### src/rtl/lab2_proc_imul_arbiter_if.sv
// Handshake bundle between requesters, the arbiter and the shared multiplier.
// The arbiter takes the slave view; the surrounding system takes the master view.
interface lab2_proc_imul_arbiter_if #(
    parameter int p_num_reqs   = 4,
    parameter int p_req_nbits  = 64,
    parameter int p_resp_nbits = 32
);
    logic [p_num_reqs-1:0]             req_val;
    logic [p_num_reqs-1:0]             req_rdy;
    logic [p_num_reqs*p_req_nbits-1:0] req_msg;
    logic [p_num_reqs-1:0]             resp_val;
    logic [p_num_reqs-1:0]             resp_rdy;
    logic [p_resp_nbits-1:0]           resp_msg;
    logic                              mul_req_val;
    logic                              mul_req_rdy;
    logic [p_req_nbits-1:0]            mul_req_msg;
    logic                              mul_resp_val;
    logic                              mul_resp_rdy;
    logic [p_resp_nbits-1:0]           mul_resp_msg;

    modport slave (
        input  req_val, req_msg, resp_rdy,
        input  mul_req_rdy, mul_resp_val, mul_resp_msg,
        output req_rdy, resp_val, resp_msg,
        output mul_req_val, mul_req_msg, mul_resp_rdy
    );

    modport master (
        output req_val, req_msg, resp_rdy,
        output mul_req_rdy, mul_resp_val, mul_resp_msg,
        input  req_rdy, resp_val, resp_msg,
        input  mul_req_val, mul_req_msg, mul_resp_rdy
    );
endinterface

### src/rtl/lab2_proc_imul_arbiter.sv
// Round-robin arbiter sharing one iterative multiplier among several requesters.
// One multiply in flight at a time; the response is steered back to its issuer.
module lab2_proc_imul_arbiter #(
    parameter int p_num_reqs   = 4,
    parameter int p_req_nbits  = 64,
    parameter int p_resp_nbits = 32,
    localparam int c_ow = $clog2(p_num_reqs)
) (
    input  logic                   clk,
    input  logic                   reset,
    lab2_proc_imul_arbiter_if.slave bus,
    output logic [c_ow-1:0]        owner,
    output logic                   busy,
    output logic [31:0]            num_issued
);

    typedef enum logic {
        IDLE = 1'b0,
        BUSY = 1'b1
    } state_t;

    state_t          state;
    logic [c_ow-1:0] ptr;
    logic [c_ow-1:0] gnt;
    logic [c_ow-1:0] gnt_nxt;
    logic            gnt_any;
    logic            idle;
    logic            issue;
    logic            done;

    assign idle = (state == IDLE);
    assign busy = (state == BUSY);

    // Scan from ptr upward, wrapping, and take the first valid requester.
    always_comb begin
        int              j;
        logic [c_ow-1:0] idx;
        gnt_any = 1'b0;
        gnt     = '0;
        j       = 0;
        idx     = '0;
        for (int k = 0; k < p_num_reqs; k++) begin
            j = int'(ptr) + k;
            if (j >= p_num_reqs) j = j - p_num_reqs;
            idx = c_ow'(j);
            if (!gnt_any && bus.req_val[idx]) begin
                gnt_any = 1'b1;
                gnt     = idx;
            end
        end
    end

    assign gnt_nxt = (gnt == c_ow'(p_num_reqs - 1)) ? '0 : gnt + 1'b1;

    assign issue = reset & idle & gnt_any & bus.mul_req_rdy;
    assign done  = reset & busy & bus.mul_resp_val & bus.resp_rdy[owner];

    always_comb begin
        bus.req_rdy      = '0;
        bus.resp_val     = '0;
        bus.mul_req_val  = 1'b0;
        bus.mul_req_msg  = '0;
        bus.mul_resp_rdy = 1'b0;
        bus.resp_msg     = bus.mul_resp_msg;
        if (reset) begin
            if (idle) begin
                bus.mul_req_val = |bus.req_val;
                for (int i = 0; i < p_num_reqs; i++) begin
                    if (gnt_any && gnt == c_ow'(i)) begin
                        bus.mul_req_msg = bus.req_msg[i*p_req_nbits +: p_req_nbits];
                    end
                end
                if (gnt_any) bus.req_rdy[gnt] = bus.mul_req_rdy;
            end else begin
                bus.resp_val[owner] = bus.mul_resp_val;
                bus.mul_resp_rdy    = bus.resp_rdy[owner];
            end
        end
    end

    always_ff @(posedge clk or negedge reset) begin
        if (!reset) begin
            state      <= IDLE;
            ptr        <= '0;
            owner      <= '0;
            num_issued <= '0;
        end else begin
            unique case (1'b1)
                issue: begin
                    owner      <= gnt;
                    ptr        <= gnt_nxt;
                    num_issued <= num_issued + 32'd1;
                    state      <= BUSY;
                end
                done: begin
                    state <= IDLE;
                end
                default: ;
            endcase
        end
    end

    a_req_rdy_onehot0: assert property (
        @(posedge clk) disable iff (!reset) $onehot0(bus.req_rdy));

    a_resp_val_onehot0: assert property (
        @(posedge clk) disable iff (!reset) $onehot0(bus.resp_val));

endmodule
### src/flat_wrapper.sv
// flat-port wrapper written by rule: the top's interface ports become plain ports
module lab2_proc_imul_arbiter_flat 
#(
    parameter int p_num_reqs   = 4,
    parameter int p_req_nbits  = 64,
    parameter int p_resp_nbits = 32,
    localparam int c_ow = $clog2(p_num_reqs)
)
  (clk, reset, owner, busy, num_issued, bus_req_val, bus_req_msg, bus_resp_rdy, bus_mul_req_rdy, bus_mul_resp_val, bus_mul_resp_msg, bus_req_rdy, bus_resp_val, bus_resp_msg, bus_mul_req_val, bus_mul_req_msg, bus_mul_resp_rdy);
  lab2_proc_imul_arbiter_if #(.p_num_reqs(p_num_reqs), .p_req_nbits(p_req_nbits), .p_resp_nbits(p_resp_nbits)) bus_i ();
  input  logic clk;
  input  logic reset;
  output logic [c_ow-1:0] owner;
  output logic busy;
  output logic [31:0] num_issued;
  input wire logic [$bits(bus_i.req_val)-1:0] bus_req_val;
  input wire logic [$bits(bus_i.req_msg)-1:0] bus_req_msg;
  input wire logic [$bits(bus_i.resp_rdy)-1:0] bus_resp_rdy;
  input wire logic [$bits(bus_i.mul_req_rdy)-1:0] bus_mul_req_rdy;
  input wire logic [$bits(bus_i.mul_resp_val)-1:0] bus_mul_resp_val;
  input wire logic [$bits(bus_i.mul_resp_msg)-1:0] bus_mul_resp_msg;
  output wire logic [$bits(bus_i.req_rdy)-1:0] bus_req_rdy;
  output wire logic [$bits(bus_i.resp_val)-1:0] bus_resp_val;
  output wire logic [$bits(bus_i.resp_msg)-1:0] bus_resp_msg;
  output wire logic [$bits(bus_i.mul_req_val)-1:0] bus_mul_req_val;
  output wire logic [$bits(bus_i.mul_req_msg)-1:0] bus_mul_req_msg;
  output wire logic [$bits(bus_i.mul_resp_rdy)-1:0] bus_mul_resp_rdy;
  assign bus_i.req_val = bus_req_val;
  assign bus_i.req_msg = bus_req_msg;
  assign bus_i.resp_rdy = bus_resp_rdy;
  assign bus_i.mul_req_rdy = bus_mul_req_rdy;
  assign bus_i.mul_resp_val = bus_mul_resp_val;
  assign bus_i.mul_resp_msg = bus_mul_resp_msg;
  assign bus_req_rdy = bus_i.req_rdy;
  assign bus_resp_val = bus_i.resp_val;
  assign bus_resp_msg = bus_i.resp_msg;
  assign bus_mul_req_val = bus_i.mul_req_val;
  assign bus_mul_req_msg = bus_i.mul_req_msg;
  assign bus_mul_resp_rdy = bus_i.mul_resp_rdy;
  lab2_proc_imul_arbiter #(.p_num_reqs(p_num_reqs), .p_req_nbits(p_req_nbits), .p_resp_nbits(p_resp_nbits)) u_core (.clk(clk), .reset(reset), .bus(bus_i), .owner(owner), .busy(busy), .num_issued(num_issued));
endmodule
### config.mk
export PLATFORM = sky130hd
export DESIGN_NAME = lab2_proc_imul_arbiter_flat
export DESIGN_NICKNAME = d
export VERILOG_FILES = /design/src/rtl/lab2_proc_imul_arbiter_if.sv /design/src/rtl/lab2_proc_imul_arbiter.sv /design/src/flat_wrapper.sv
export SDC_FILE = /design/constraint.sdc
export NUM_CORES = 1
export LEC_CHECK = 0
export ABC_AREA = 0
export CAP_MARGIN = 15
export CORE_AREA = 2 2 169 171
export CTS_BUF_LIST = sky130_fd_sc_hd__clkbuf_16
export CTS_CLUSTER_SIZE = 25
export DETAILED_ROUTE_END_ITERATION = 6
export DIE_AREA = 0 0 171 173
export SYNTH_ARGS = -nofsm -noshare
export SYNTH_HDL_FRONTEND = slang
export SYNTH_SLANG_ARGS = --single-unit
### constraint.sdc
create_clock -name clk -period 4.95 [get_ports clk]
set_clock_uncertainty 0.15 [all_clocks]
set_input_delay 0.495 -clock clk [delete_from_list [all_inputs] [get_ports clk]]
set_output_delay 0.495 -clock clk [all_outputs]
set_load 0.05 [all_outputs]
# Word-level counts from Yosys, hierarchy flattened
# Index checks and enable logic that the tools add are counted.
# classes
add_sub_neg	9
magnitude_cmp	12
eq_ne	3
n_mux	43
n_bitwise	9
n_reduce_logical	15
# op_table
op	n
64-bit 2-to-1 mux	6
32-bit by 1-bit adder with 32-bit output, second input constant	1
4-bit 2-to-1 mux	5
2-bit by 3-bit < comparator with 1-bit output, second input constant	6
2-bit 2-to-1 mux	9
1-bit 2-to-1 mux	15
1-bit binary-select mux with 2-bit select	5
3-bit >= comparator, second input constant	3
1-bit logical AND	9
4-bit bitwise AND	2
2-bit by 1-bit subtractor with 2-bit output, second input constant	4
2-bit by 2-bit adder with 3-bit output, second input constant	2
1-bit bitwise AND	6
1-bit demux with 2-bit select	2
2-bit == test, second input constant	2
2-bit by 1-bit >= comparator with 1-bit output, second input constant	2
4-bit OR reduction	1
2-bit by 1-bit adder with 3-bit output, second input constant	1
2-bit by 3-bit >= comparator with 1-bit output, second input constant	1
1-bit logical NOT	3
2-bit by 1-bit adder with 2-bit output, second input constant	1
2-bit by 1-bit == test with 1-bit output, second input constant	1
2-bit logical NOT	1
1-bit one-hot mux with 2 select lines	1
2 further kinds	2
# word_totals
register_bits	37
in_bits	300
wordCells	95

# Logic depth before layout (Yosys ltp)
# Gate-level depths: netlist of run 1.
# logic_depth
depth_word	22
depth_mapped	10
mapped_depth_nobuf	9

# Least setup slack after synthesis of run 1
# OpenSTA, ideal clock, no wires.
# synth_timing
path_type	in2out
from	input port bus_req_val[2]
to	output port bus_mul_req_msg[10]
arrival_time_ps	3388
t_required_ps	4305
path_slack_ps	917
path_stages	10
path_buffers	2
path_cell_list	inv_1 -> o22ai_1 -> a211oi_1 -> inv_1 -> ha_1 -> clkbuf_1 -> nand2_1 -> clkbuf_1 -> o22ai_1 -> a211oi_1
# synth_between
elab_chain_cells	20
elab_cells_between_ends	36
# synth_rtl
element	line	source
from (decl)	flat_wrapper.sv:16	input wire logic [$bits(bus_i.req_val)-1:0] bus_req_val;
1-bit binary-select mux with 2-bit select	lab2_proc_imul_arbiter.sv:46	if (!gnt_any && bus.req_val[idx]) begin
1-bit 2-to-1 mux (not written as such)	lab2_proc_imul_arbiter.sv:46	
1-bit 2-to-1 mux	lab2_proc_imul_arbiter.sv:46	
1-bit logical NOT	lab2_proc_imul_arbiter.sv:46	
1-bit logical AND	lab2_proc_imul_arbiter.sv:46	
1-bit 2-to-1 mux	lab2_proc_imul_arbiter.sv:46	
1-bit logical NOT	lab2_proc_imul_arbiter.sv:46	
1-bit logical AND	lab2_proc_imul_arbiter.sv:46	
[... 3 more ...]	-	
2-bit 2-to-1 mux (*)	lab2_proc_imul_arbiter.sv:46	
named net u_core.gnt[0]	lab2_proc_imul_arbiter.sv:24	logic [c_ow-1:0] gnt;
2-bit logical NOT	lab2_proc_imul_arbiter.sv:69	if (gnt_any && gnt == c_ow'(i)) begin
1-bit logical AND	lab2_proc_imul_arbiter.sv:69	
64-bit 2-to-1 mux (3 in a row)	lab2_proc_imul_arbiter.sv:69	
64-bit 2-to-1 mux (*)	lab2_proc_imul_arbiter.sv:69	
64-bit 2-to-1 mux (*)	lab2_proc_imul_arbiter.sv:66	if (idle) begin
64-bit 2-to-1 mux (*)	lab2_proc_imul_arbiter.sv:65	if (reset) begin
to (decl)	flat_wrapper.sv:26	output wire logic [$bits(bus_i.mul_req_msg)-1:0] bus_mul_req_msg;
# The timed path passes the listed nets; every way through them passes the cells marked *. The select of a mux whose other input is x is not followed.

# Final worst setup path of run 1
# layout_timing
from	input port bus_req_val[0]
to	output port bus_mul_req_msg[59]
# The elaborated chain is that of the path after synthesis.

==> impl_metrics.py, run 1 <==
metrics = {
    "floorplan": {
        "die_width_um": 171,
        "io_pins": 441,
        "dieArea_um2": 29600,
        "row_count": 61,
        "core_area_um2": 27600,
        "initial_utilization": 0.156,
        "die_h_um": 173,
    },
    "layout": {
        "syn_to_final_growth_pct": 110,
        "drive_gt1_frac": 0.128,
        "layout_common_cells": "309 x clkdlybuf4s50_1, 66 x o22ai_1, 66 x a21oi_1, 66 x buf_12",
        "nFillCells": 2844,
        "final_nets": 1148,
        "final_area_um2": 9030,
        "instances_no_fill": 1223,
        "final_common_cell": "clkdlybuf4s50_1",
        "finish.utilization": 0.327,
    },
    "placed_design": {
        "dp_cells": 1213,
        "place_hpwl_mm": 20.0,
        "place_area_um2": 8830,
        "io_buffers": 376,
        "pre_cts_slack_ps": 752,
        "place_congestion": 0.881,
    },
    "detailed_routing": {
        "wl_met1_mm": 10.5,
        "post_drt_via_cell_ratio": 4.91,
        "highest_layer": "met4",
        "drt_iter0_drc": 371,
        "route.met2.wl_mm": 12.5,
        "wire_per_inst_um": 21.3,
        "antenna_left": 0,
        "drtPass1Iterations": 5,
        "vias": 6001,
        "wl_mm": 26.1,
        "met3_length_mm": 2.71,
        "drc": 0,
    },
    "worst_hold_path": {
        "worst_hold_path_type": "register to register",
        "min_path_cells": 1,
        "hold_start": "u_core.num_issued[31]$_DFFE_PN0P_",
        "holdPathEnd": "u_core.num_issued[31]$_DFFE_PN0P_",
    },
    "timing": {
        "maxSlewViolCount": 0,
        "fmax_mhz": 238,
        "finalSetupViolations": 0,
        "rsz0062_at_grt": "no",
        "hold_ws_ps": 327,
        "maxSlewHeadroom": 0.309,
        "final-hold-violation-count": 0,
        "finalCriticalPeriod_ps": 4190,
        "finalCritPeriodShare": 0.847,
        "setup_tns_ps": 0,
        "fin_ws_ps": 756,
        "worst_pin_slew_ps": 1030,
    },
    "grt": {
        "grt_pass1_wl_mm": 37.9,
        "antenna_found_initial": 1,
        "grt_usage": 0.163,
        "overflow": 0,
        "grt_max_degree": 66,
        "grt_pass1_vias": 5988,
    },
    "setup_path": {
        "reg2regPathDepth": 5,
        "r2r-start": "u_core.num_issued[0]$_DFFE_PN0P_",
        "cp-start-kind": "input pin",
        "timing.setup.critical_path_class": "input pin to output pin",
        "endpoint_kind": "output pin",
        "crit_fanout": 36,
        "r2r_end": "u_core.num_issued[26]$_DFFE_PN0P_",
        "rrSetupSlack_ps": 2660,
        "cp.arrival_ps": 3550,
        "crit_required_ps": 4300,
    },
    "synthesis": {
        "synthArstFlopShare": 1.00,
        "yosysSeqAreaShare": 0.215,
        "syn_area_um2": 4310,
        "syn-instance-count": 533,
        "synthDistinctLibCells": 40,
        "synth_area_per_cell_um2": 8.08,
        "synth_fp_nets": 838,
        "ys_warn_count": 0,
        "dominantRegCellSynth": "dfrtp_1",
        "synth-edff-count": 0,
        "yosys_register_bits": 37,
    },
    "pwr": {
        "peakVddDrop_v": 0.000287,
        "power.density_nw_per_um2": 427,
        "p_total_mw": 3.85,
        "p_leak_nw": 3.25,
    },
    "cts": {
        "worstSkewPairLatency_ps": 280,
        "cts_resized": 0,
        "post_cts_buffers": 0,
        "postCtsHoldBufs": 1,
        "tritoncts": "done",
        "cts_made_buffers": 5,
        "cts_sinks": 37,
        "htree_levels": 2,
        "clock_path_buffers": 2,
        "root_buffer": "clkbuf_16",
        "cts.clk_slew.worst_paths_ps": 50,
    },
    "run_status": {
        "status": "finished clean",
    },
    "run": {
        "cap_violations": 0,
    },
}
[state kept, by name, summed over array words and instances, names as in the netlist]
name and flops:
u_core.ptr 2, u_core.busy 1, u_core.owner 2, u_core.num_issued 32
[power by group]
group	switching (mW)	internal (mW)	total [mW]	leakage (nW)
sequential	0.0653	0.341	0.406	0.501
combinational	1.71	1.33	3.04	2.66
clock	0.124	0.288	0.412	0.0938
total	1.90	1.96	3.85	3.25
[worst max path at each step]
| stage | startpoint | end |
|---|---|---|
| after floorplan | bus_req_val[2] | bus_mul_req_msg[10] |
| after global placement | bus_req_val[1] | bus_mul_req_msg[32] |
| after detailed placement | bus_req_val[0] | bus_mul_req_msg[49] |
| after CTS | bus_req_val[0] | bus_mul_req_msg[49] |
| after global routing | bus_req_val[1] | bus_mul_req_msg[6] |
| final | bus_req_val[0] | bus_mul_req_msg[59] |
[worst max-delay path: stages]
cell and delay, ps:
clkdlybuf4s50_1 540, nand2b_1 90, nor2b_1 130, o22ai_1 320
inv_1 160, ha_4 190, inv_2 390, buf_12 280
o22ai_1 120, a211oi_1 590, buf_12 220
[final cells by class]
cell class	count	area, um2	share of cell area
Clock buffer	5	125	0.0139
Antenna cell	1	2.50	0.000277
Multi-Input combinational cell	397	2850	0.315
Clock inverter	3	65.1	0.00721
Timing Repair Buffer	395	4560	0.506
Inverter	7	26.3	0.00291
Sequential cell	37	926	0.103
Tap cell	378	473	0.0524
[layer usage]
metal  GRT usage  vias up
li1            -     2761
met1       0.203     2847
met2       0.278      367
met3      0.0481       26
met4      0.0325        0
met5           0        -
[kinds of logic after synthesis]
kind of cell | count (synthesis) | share of synthesized area
AO/OA/AOI/OAI | 265 | 0.442
XOR/XNOR | 31 | 0.0630
adder cells (fa/ha/maj) | 5 | 0.0145
buffers and inverters | 99 | 0.131
flip-flops | 37 | 0.215
multiplexers | 3 | 0.0105
AND/OR/NAND/NOR | 93 | 0.125
[cell usage after synthesis (9+ instances only)]
| library cell | number | area [um2] |
|---|---|---|
| a211oi_1 | 64 | 480 |
| a21oi_1 | 66 | 330 |
| a221o_1 | 64 | 641 |
| and3_1 | 9 | 56.3 |
| buf_4 | 39 | 293 |
| clkbuf_1 | 38 | 143 |
| dfrtp_1 | 37 | 926 |
| nand2_1 | 16 | 60.1 |
| nand3_1 | 12 | 60.1 |
| nand4_1 | 20 | 125 |
| o22ai_1 | 66 | 413 |
| xnor2_1 | 29 | 254 |
(Power assumes the default switching activity.)
==> run 2: changes to the inputs <==
==> constraint.sdc (replaced) <==
create_clock -name clk -period 3.9 [get_ports clk]
set_clock_uncertainty 0.15 [all_clocks]
set_input_delay 0.39 -clock clk [delete_from_list [all_inputs] [get_ports clk]]
set_output_delay 0.39 -clock clk [all_outputs]
set_load 0.05 [all_outputs]
==> run 2 against run 1 <==
Compared with the run above:
- flip-flop and latch count is the same
- clock power decreased by 8.5%
- highest routed layer unchanged
- power grew 27%
- sequential share of layout area decreased by 0.16 points
- design area is 1.5% higher
- critical path type unchanged
- core utilization grew 0.50 points
- sequential power is 27% higher
- non-clock buffer count grew 12
- die area unchanged
==> impl_metrics.py, run 2 (same netlist as run 1, synthesis figures left out) <==
metrics = {
    "timing": {
        "rsz0062_at_grt": "no",
        "final-hold-violation-count": 0,
        "maxSlewHeadroom": 0.418,
        "finalCritPeriodShare": 0.940,
        "worst_pin_slew_ps": 866,
        "fmax_mhz": 273,
        "finalSetupViolations": 0,
        "setup_tns_ps": 0,
        "finalCriticalPeriod_ps": 3670,
        "maxSlewViolCount": 0,
    },
    "pwr": {
        "power.density_nw_per_um2": 534,
        "p_leak_nw": 3.34,
        "peakVddDrop_v": 0.000261,
    },
    "layout": {
        "regArea_um2": 926,
        "top_register": "u_core.num_issued",
        "reg_top3": "u_core.num_issued (32), u_core.owner (2), u_core.ptr (2)",
        "multiInputGateArea_um2": 2860,
        "layout_common_cells": "306 x clkdlybuf4s50_1, 74 x buf_12, 66 x o22ai_1, 66 x a21oi_1, 64 x a221o_1",
        "largest_reg_flops": 32,
        "nFillCells": 2874,
        "final_common_cell": "clkdlybuf4s50_1",
        "drive_gt1_frac": 0.145,
        "diodes": 0,
        "syn_to_final_growth_pct": 113,
        "final_area_um2": 9170,
        "final_nets": 1160,
    },
    "cts": {
        "worstSkewPairLatency_ps": 280,
        "post_cts_buffers": 0,
        "root_buffer": "clkbuf_16",
        "cts_made_buffers": 5,
        "cts_sinks": 37,
        "tritoncts": "done",
        "htree_levels": 2,
        "clock_path_buffers": 2,
        "cts.clk_slew.worst_paths_ps": 60,
    },
    "grt": {
        "grt_pass1_vias": 6218,
        "grt_use_met2": 0.299,
        "antenna_found_initial": 1,
        "grt_pass1_wl_mm": 39.0,
        "grt_busiest_layer": "met2",
        "overflow": 0,
        "use_met3": 0.0387,
        "grt_usage": 0.169,
        "grt_max_degree": 35,
        "use_met1": 0.215,
    },
    "setup_path": {
        "crit_path_top_delay_cell": "clkdlybuf4s50_1",
        "timing.setup.critical_path_class": "input pin to output pin",
        "crit_buf_inv": 5,
        "critPathLaunch": "bus_req_val[1]",
        "r2r-start": "u_core.busy$_DFFE_PN0P_",
        "critPathMaxStageDelay_ps": 560,
        "path_cells": "clkdlybuf4s50_1 > nand2b_1 > a21oi_1 > a211oi_1 > buf_4 > ha_2 > buf_4 > a221o_1 > a21oi_1 > a211oi_1 > buf_4 > buf_12",
        "crit_required_ps": 3360,
        "crit_fanout": 32,
        "critPathTopFamily": "buffers and inverters",
        "cpMostUsedCell": "buf_4",
        "cp-start-kind": "input pin",
        "cp.arrival_ps": 3130,
        "endpoint_kind": "output pin",
    },
    "detailed_routing": {
        "drt_iter0_drc": 338,
        "drc": 0,
        "antenna_left": 0,
        "vias": 6036,
        "drtPass1Iterations": 4,
        "post_drt_via_cell_ratio": 4.89,
        "wire_per_inst_um": 21.6,
        "wl_mm": 26.6,
    },
    "run": {
        "cap_violations": 0,
    },
    "floorplan": {
        "io_pins": 441,
        "die_width_um": 171,
        "row_count": 61,
        "die_h_um": 173,
        "core_area_um2": 27600,
        "dieArea_um2": 29600,
        "initial_utilization": 0.156,
    },
    "worst_hold_path": {
        "hold_start": "u_core.num_issued[31]$_DFFE_PN0P_",
        "worst_hold_path_type": "register to register",
    },
    "run_status": {
        "status": "finished clean",
    },
    "placed_design": {
        "io_buffers": 376,
        "place_area_um2": 9010,
        "place_hpwl_mm": 20.2,
        "place_congestion": 0.885,
    },
}
-- run 2: cell types whose count changed in the layout (fill, tap and decap cells not counted) --
| cell | before | now |
|---|---|---|
| diode_2 | 1 | 0 |
| clkdlybuf4s50_1 | 309 | 306 |
| inv_1 | 6 | 7 |
| buf_12 | 66 | 74 |
| a211oi_1 | 64 | 62 |
| bufinv_16 | 2 | 0 |
| a211oi_2 | 1 | 3 |
| buf_4 | 18 | 25 |
| clkinv_2 | 1 | 2 |
-- run 2: worst paths after layout --
path                            cells after the start  slack [ps]                                 to
worst max-delay path                               12         230                bus_mul_req_msg[43]
worst min-delay path                                1         330  u_core.num_issued[31]$_DFFE_PN0P_
worst max register to register                      5        1710  u_core.num_issued[15]$_DFFE_PN0P_
worst min register to register                      1         330  u_core.num_issued[31]$_DFFE_PN0P_
max in group asynchronous                           3        2460   u_core.num_issued[5]$_DFFE_PN0P_
min in group asynchronous                           2         470   u_core.num_issued[1]$_DFFE_PN0P_
-- run 2: metrics by stage --
step / util / setup WS, ps / cells / power [mW] / hold slack, ps
2_1_floorplan: - / 76.6 / 533 / 2.77 / -55.6
3_3_place_gp: 0.326 / 196 / 1225 / 4.49 / 242
3_5_place_dp: 0.326 / 178 / 1225 / 4.51 / 240
4_1_cts: 0.331 / 178 / 1234 / 4.91 / 330
5_1_grt: 0.332 / 8.30 / 1234 / 5.16 / 365
6_report: 0.332 / 233 / 1234 / 4.89 / 325
-- run 2: timing repair --
item | 4_1_cts | 5_1_grt
hold buffers | 1 | 0
gates resized for setup | 0 | 2
endpoints found under the setup margin | 0 | 2
hold endpoints to repair | 16 | 0
-- run 2: cell type report --
class / instances / share of cell area
flip-flops and latches: 37 / 0.101
multi-input cells: 397 / 0.312
clock buffers: 5 / 0.0136
inverters: 7 / 0.00287
repair buffers: 407 / 0.518
well taps: 378 / 0.0516
clock inverters: 3 / 0.00150
-- run 2: routing by layer --
layer / wire length (um) / vias to the layer above
met1: 11000 / 2931
met4: 94 / 0
li1: - / 2779
met3: 2350 / 12
met2: 13200 / 314
met5: 0 / -
-- run 2: worst register-to-register path: stages, from the launching register on --
cell      delay [ps]
dfrtp_1          480
nand3b_1         230
nor3_1           640
buf_4            280
nand4_1          130
xnor2_1          170
-- run 2: report_power, final --
group | total [mW] | internal (mW) | leakage [nW] | switching (mW)
Sequential | 0.515 | 0.433 | 0.501 | 0.0825
Clock | 0.377 | 0.232 | 0.0748 | 0.145
Combinational | 4.00 | 1.79 | 2.76 | 2.21
==> run 3: changes to the inputs <==
--- a/config.mk
+++ b/config.mk
@@ -5,13 +5,13 @@
 export SDC_FILE = /design/constraint.sdc
 export NUM_CORES = 1
 export LEC_CHECK = 0
-export ABC_AREA = 0
+export ABC_AREA = 1
 export CAP_MARGIN = 15
-export CORE_AREA = 2 2 169 171
+export CORE_AREA = 2 2 170 172
 export CTS_BUF_LIST = sky130_fd_sc_hd__clkbuf_16
 export CTS_CLUSTER_SIZE = 25
 export DETAILED_ROUTE_END_ITERATION = 6
-export DIE_AREA = 0 0 171 173
+export DIE_AREA = 0 0 172 174
 export SYNTH_ARGS = -nofsm -noshare
 export SYNTH_HDL_FRONTEND = slang
 export SYNTH_SLANG_ARGS = --single-unit
==> run 3 against run 2 <==
Compared with the run above:
- first-iteration DRC count rose by 51%
- critical path depth rose by 5
- core utilization up 2.0 points
- largest power group unchanged
==> impl_metrics.py, run 3 <==
metrics = {
    "detailed_routing": {
        "post_drt_via_cell_ratio": 4.68,
        "drc": 0,
        "antenna_left": 0,
        "drtPass1Iterations": 5,
        "drt_iter0_drc": 512,
        "vias": 7336,
        "wl_mm": 28.2,
        "wire_per_inst_um": 18.0,
    },
    "synthesis": {
        "synth_area_per_cell_um2": 5.83,
        "syn-instance-count": 887,
        "synth_top_area_cell": "dfrtp_1",
        "synth.area.top_cells": "dfrtp_1 18%, nand2_1 18%, nand3_1 14%, o21ai_0 12%, a31oi_1 7.7%",
        "yosys_register_bits": 37,
        "synth.most_common_cell": "nand2_1",
        "synthArstFlopShare": 1.00,
        "dominantRegCellSynth": "dfrtp_1",
        "synth_common_cells": "243 x nand2_1, 145 x nand3_1, 127 x o21ai_0",
        "synthDistinctLibCells": 31,
        "synth_fp_nets": 1192,
        "syn_area_um2": 5170,
        "yosys.area.top_type_share": 0.179,
        "yosysSeqAreaShare": 0.179,
        "synth-edff-count": 0,
        "ys_warn_count": 0,
    },
    "setup_path": {
        "path_cells": "clkdlybuf4s50_1 > inv_1 > nand2_1 > nand3_1 > nand2_2 > nor2_2 > nand3b_1 > nand3_2 > inv_1 > ha_2 > inv_2 > buf_12 > nand2_1 > o21ai_0 > nand2_1 > a31oi_1 > buf_12",
        "crit_buf_inv": 6,
        "endpoint_kind": "output pin",
        "timing.setup.critical_path_class": "input pin to output pin",
        "cp-start-kind": "input pin",
        "cpMostUsedCell": "nand2_1",
        "crit_path_top_delay_cell": "clkdlybuf4s50_1",
        "cp.arrival_ps": 3090,
        "critPathTopFamily": "buffers and inverters",
        "crit_fanout": 34,
        "critPathMaxStageDelay_ps": 440,
        "crit_required_ps": 3360,
    },
    "pwr": {
        "combPwrFrac": 0.872,
        "power.clock.fraction": 0.058,
        "p_leak_nw": 3.79,
        "power.density_nw_per_um2": 790,
        "peakVddDrop_v": 0.000550,
        "p_int_mw": 3.31,
        "power_frac_seq": 0.069,
        "p_total_mw": 7.85,
        "power_switching_mw": 4.54,
        "swShare": 0.578,
    },
    "grt": {
        "grt_max_degree": 76,
        "grt_pass1_wl_mm": 41.4,
        "grt_usage": 0.178,
        "grt_pass1_vias": 7015,
        "antenna_found_initial": 3,
        "overflow": 0,
    },
    "layout": {
        "multiInputGateArea_um2": 3520,
        "instances_no_fill": 1569,
        "regArea_um2": 927,
        "largest_reg_flops": 32,
        "nFillCells": 2988,
        "final_nets": 1488,
        "syn_to_final_growth_pct": 92.0,
        "layout_common_cells": "307 x clkdlybuf4s50_1, 241 x nand2_1, 145 x nand3_1",
        "drive_gt1_frac": 0.107,
        "top_register": "u_core.num_issued",
        "reg_top3": "u_core.num_issued (32), u_core.owner (2), u_core.ptr (2)",
        "final_common_cell": "clkdlybuf4s50_1",
    },
    "cts": {
        "worstSkewPairLatency_ps": 280,
        "cts.clk_slew.worst_paths_ps": 60,
        "cts_sinks": 37,
        "cts_made_buffers": 5,
        "tritoncts": "done",
        "post_cts_buffers": 0,
        "clock_path_buffers": 2,
        "cts_resized": 0,
        "postCtsHoldBufs": 0,
        "root_buffer": "clkbuf_16",
        "htree_levels": 2,
    },
    "timing": {
        "rsz0062_at_grt": "no",
        "fmax_mhz": 275,
        "maxSlewHeadroom": 0.630,
        "worst_pin_slew_ps": 553,
        "maxSlewViolCount": 0,
        "setup_tns_ps": 0,
        "final-hold-violation-count": 0,
        "fin_ws_ps": 268,
        "finalCritPeriodShare": 0.931,
        "finalSetupViolations": 0,
        "hold_ws_ps": 21.6,
        "finalCriticalPeriod_ps": 3630,
    },
    "floorplan": {
        "io_pins": 441,
        "die_h_um": 174,
        "core_area_um2": 28200,
        "die_width_um": 172,
        "row_count": 62,
        "dieArea_um2": 29900,
        "initial_utilization": 0.183,
    },
    "placed_design": {
        "place_congestion": 0.878,
        "pre_cts_slack_ps": 217,
        "place_hpwl_mm": 21.8,
        "dp_cells": 1560,
        "io_buffers": 376,
    },
    "run": {
        "cap_violations": 0,
    },
    "worst_hold_path": {
        "worst_hold_path_type": "input pin to async pin",
    },
    "run_status": {
        "status": "finished clean",
    },
}
-- run 3: cell types whose count changed after synthesis, moves of 33 or more --
cell      previous run  this run
o21ai_0              2       127
nand2_1             16       243
a31oi_1              0        64
o22ai_1             66         0
a221o_1             64         0
a21oi_1             66         4
nor2_1               8        41
nand3_1             12       145
a211oi_1            64         0
-- run 3: path summary, 6_finish.rpt --
kind,depth (start not counted),start,endpoint,slack [ps]
setup / recovery,17,bus_req_val[0],bus_mul_req_msg[50],270
hold / removal,2,reset,u_core.owner[1]$_DFFE_PN0P_,20
setup reg to reg,6,u_core.busy$_DFFE_PN0P_,u_core.num_issued[28]$_DFFE_PN0P_,1750
hold reg to reg,1,u_core.num_issued[12]$_DFFE_PN0P_,u_core.num_issued[12]$_DFFE_PN0P_,390
max in group asynchronous,2,reset,u_core.ptr[0]$_DFFE_PN0P_,3200
min in group clk,1,u_core.num_issued[12]$_DFFE_PN0P_,u_core.num_issued[12]$_DFFE_PN0P_,390
-- run 3: worst reg2reg max path, cell delays in order, from the launching register on --
cell and delay (ps):
dfrtp_1 450, nor2_4 390, nand3_2 140, inv_2 370, nand4_1 290, o21ai_1 190, nand2_1 60
-- run 3: metrics by stage --
step | utilization | cell area (um2)
after global routing | 0.352 | 9930
after CTS | 0.352 | 9930
after floorplan | - | 5170
after global placement | 0.346 | 9760
after detailed placement | 0.346 | 9760
final | 0.352 | 9930
-- run 3: final cells by class --
cell class	count	area share
timing repair buffer	394	0.472
multi-input combinational	706	0.355
sequential	37	0.0933
clock buffer	5	0.0126
clock inverter	3	0.00378
inverter	39	0.0147
tap	384	0.0484
antenna	1	0.000252
-- run 3: layer usage --
layer | GRT usage | vias up | routed length [um]
met3 | 0.0558 | 29 | 2960
met2 | 0.313 | 366 | 13900
met5 | 0 | - | 27
li1 | - | 3587 | -
met4 | 0.0294 | 4 | 346
met1 | 0.214 | 3350 | 11000
-- run 3: cell families after synthesis --
kind of cell	Yosys count	share of synthesized area
AO/OA/AOI/OAI	205	0.216
buffers and inverters	144	0.144
AND/OR/NAND/NOR	469	0.404
flip-flops	37	0.179
XOR/XNOR	27	0.0457
adder cells (fa/ha/maj)	5	0.0121
-- run 3: power groups by stage --
stage	Clock (mW)	Combinational, mW	Sequential (mW)
after floorplan	0	3.90	0.671
after global placement	0	6.87	0.545
after detailed placement	0	6.90	0.547
after CTS	0.462	6.91	0.543
after global routing	0.479	7.41	0.557
final	0.458	6.85	0.544
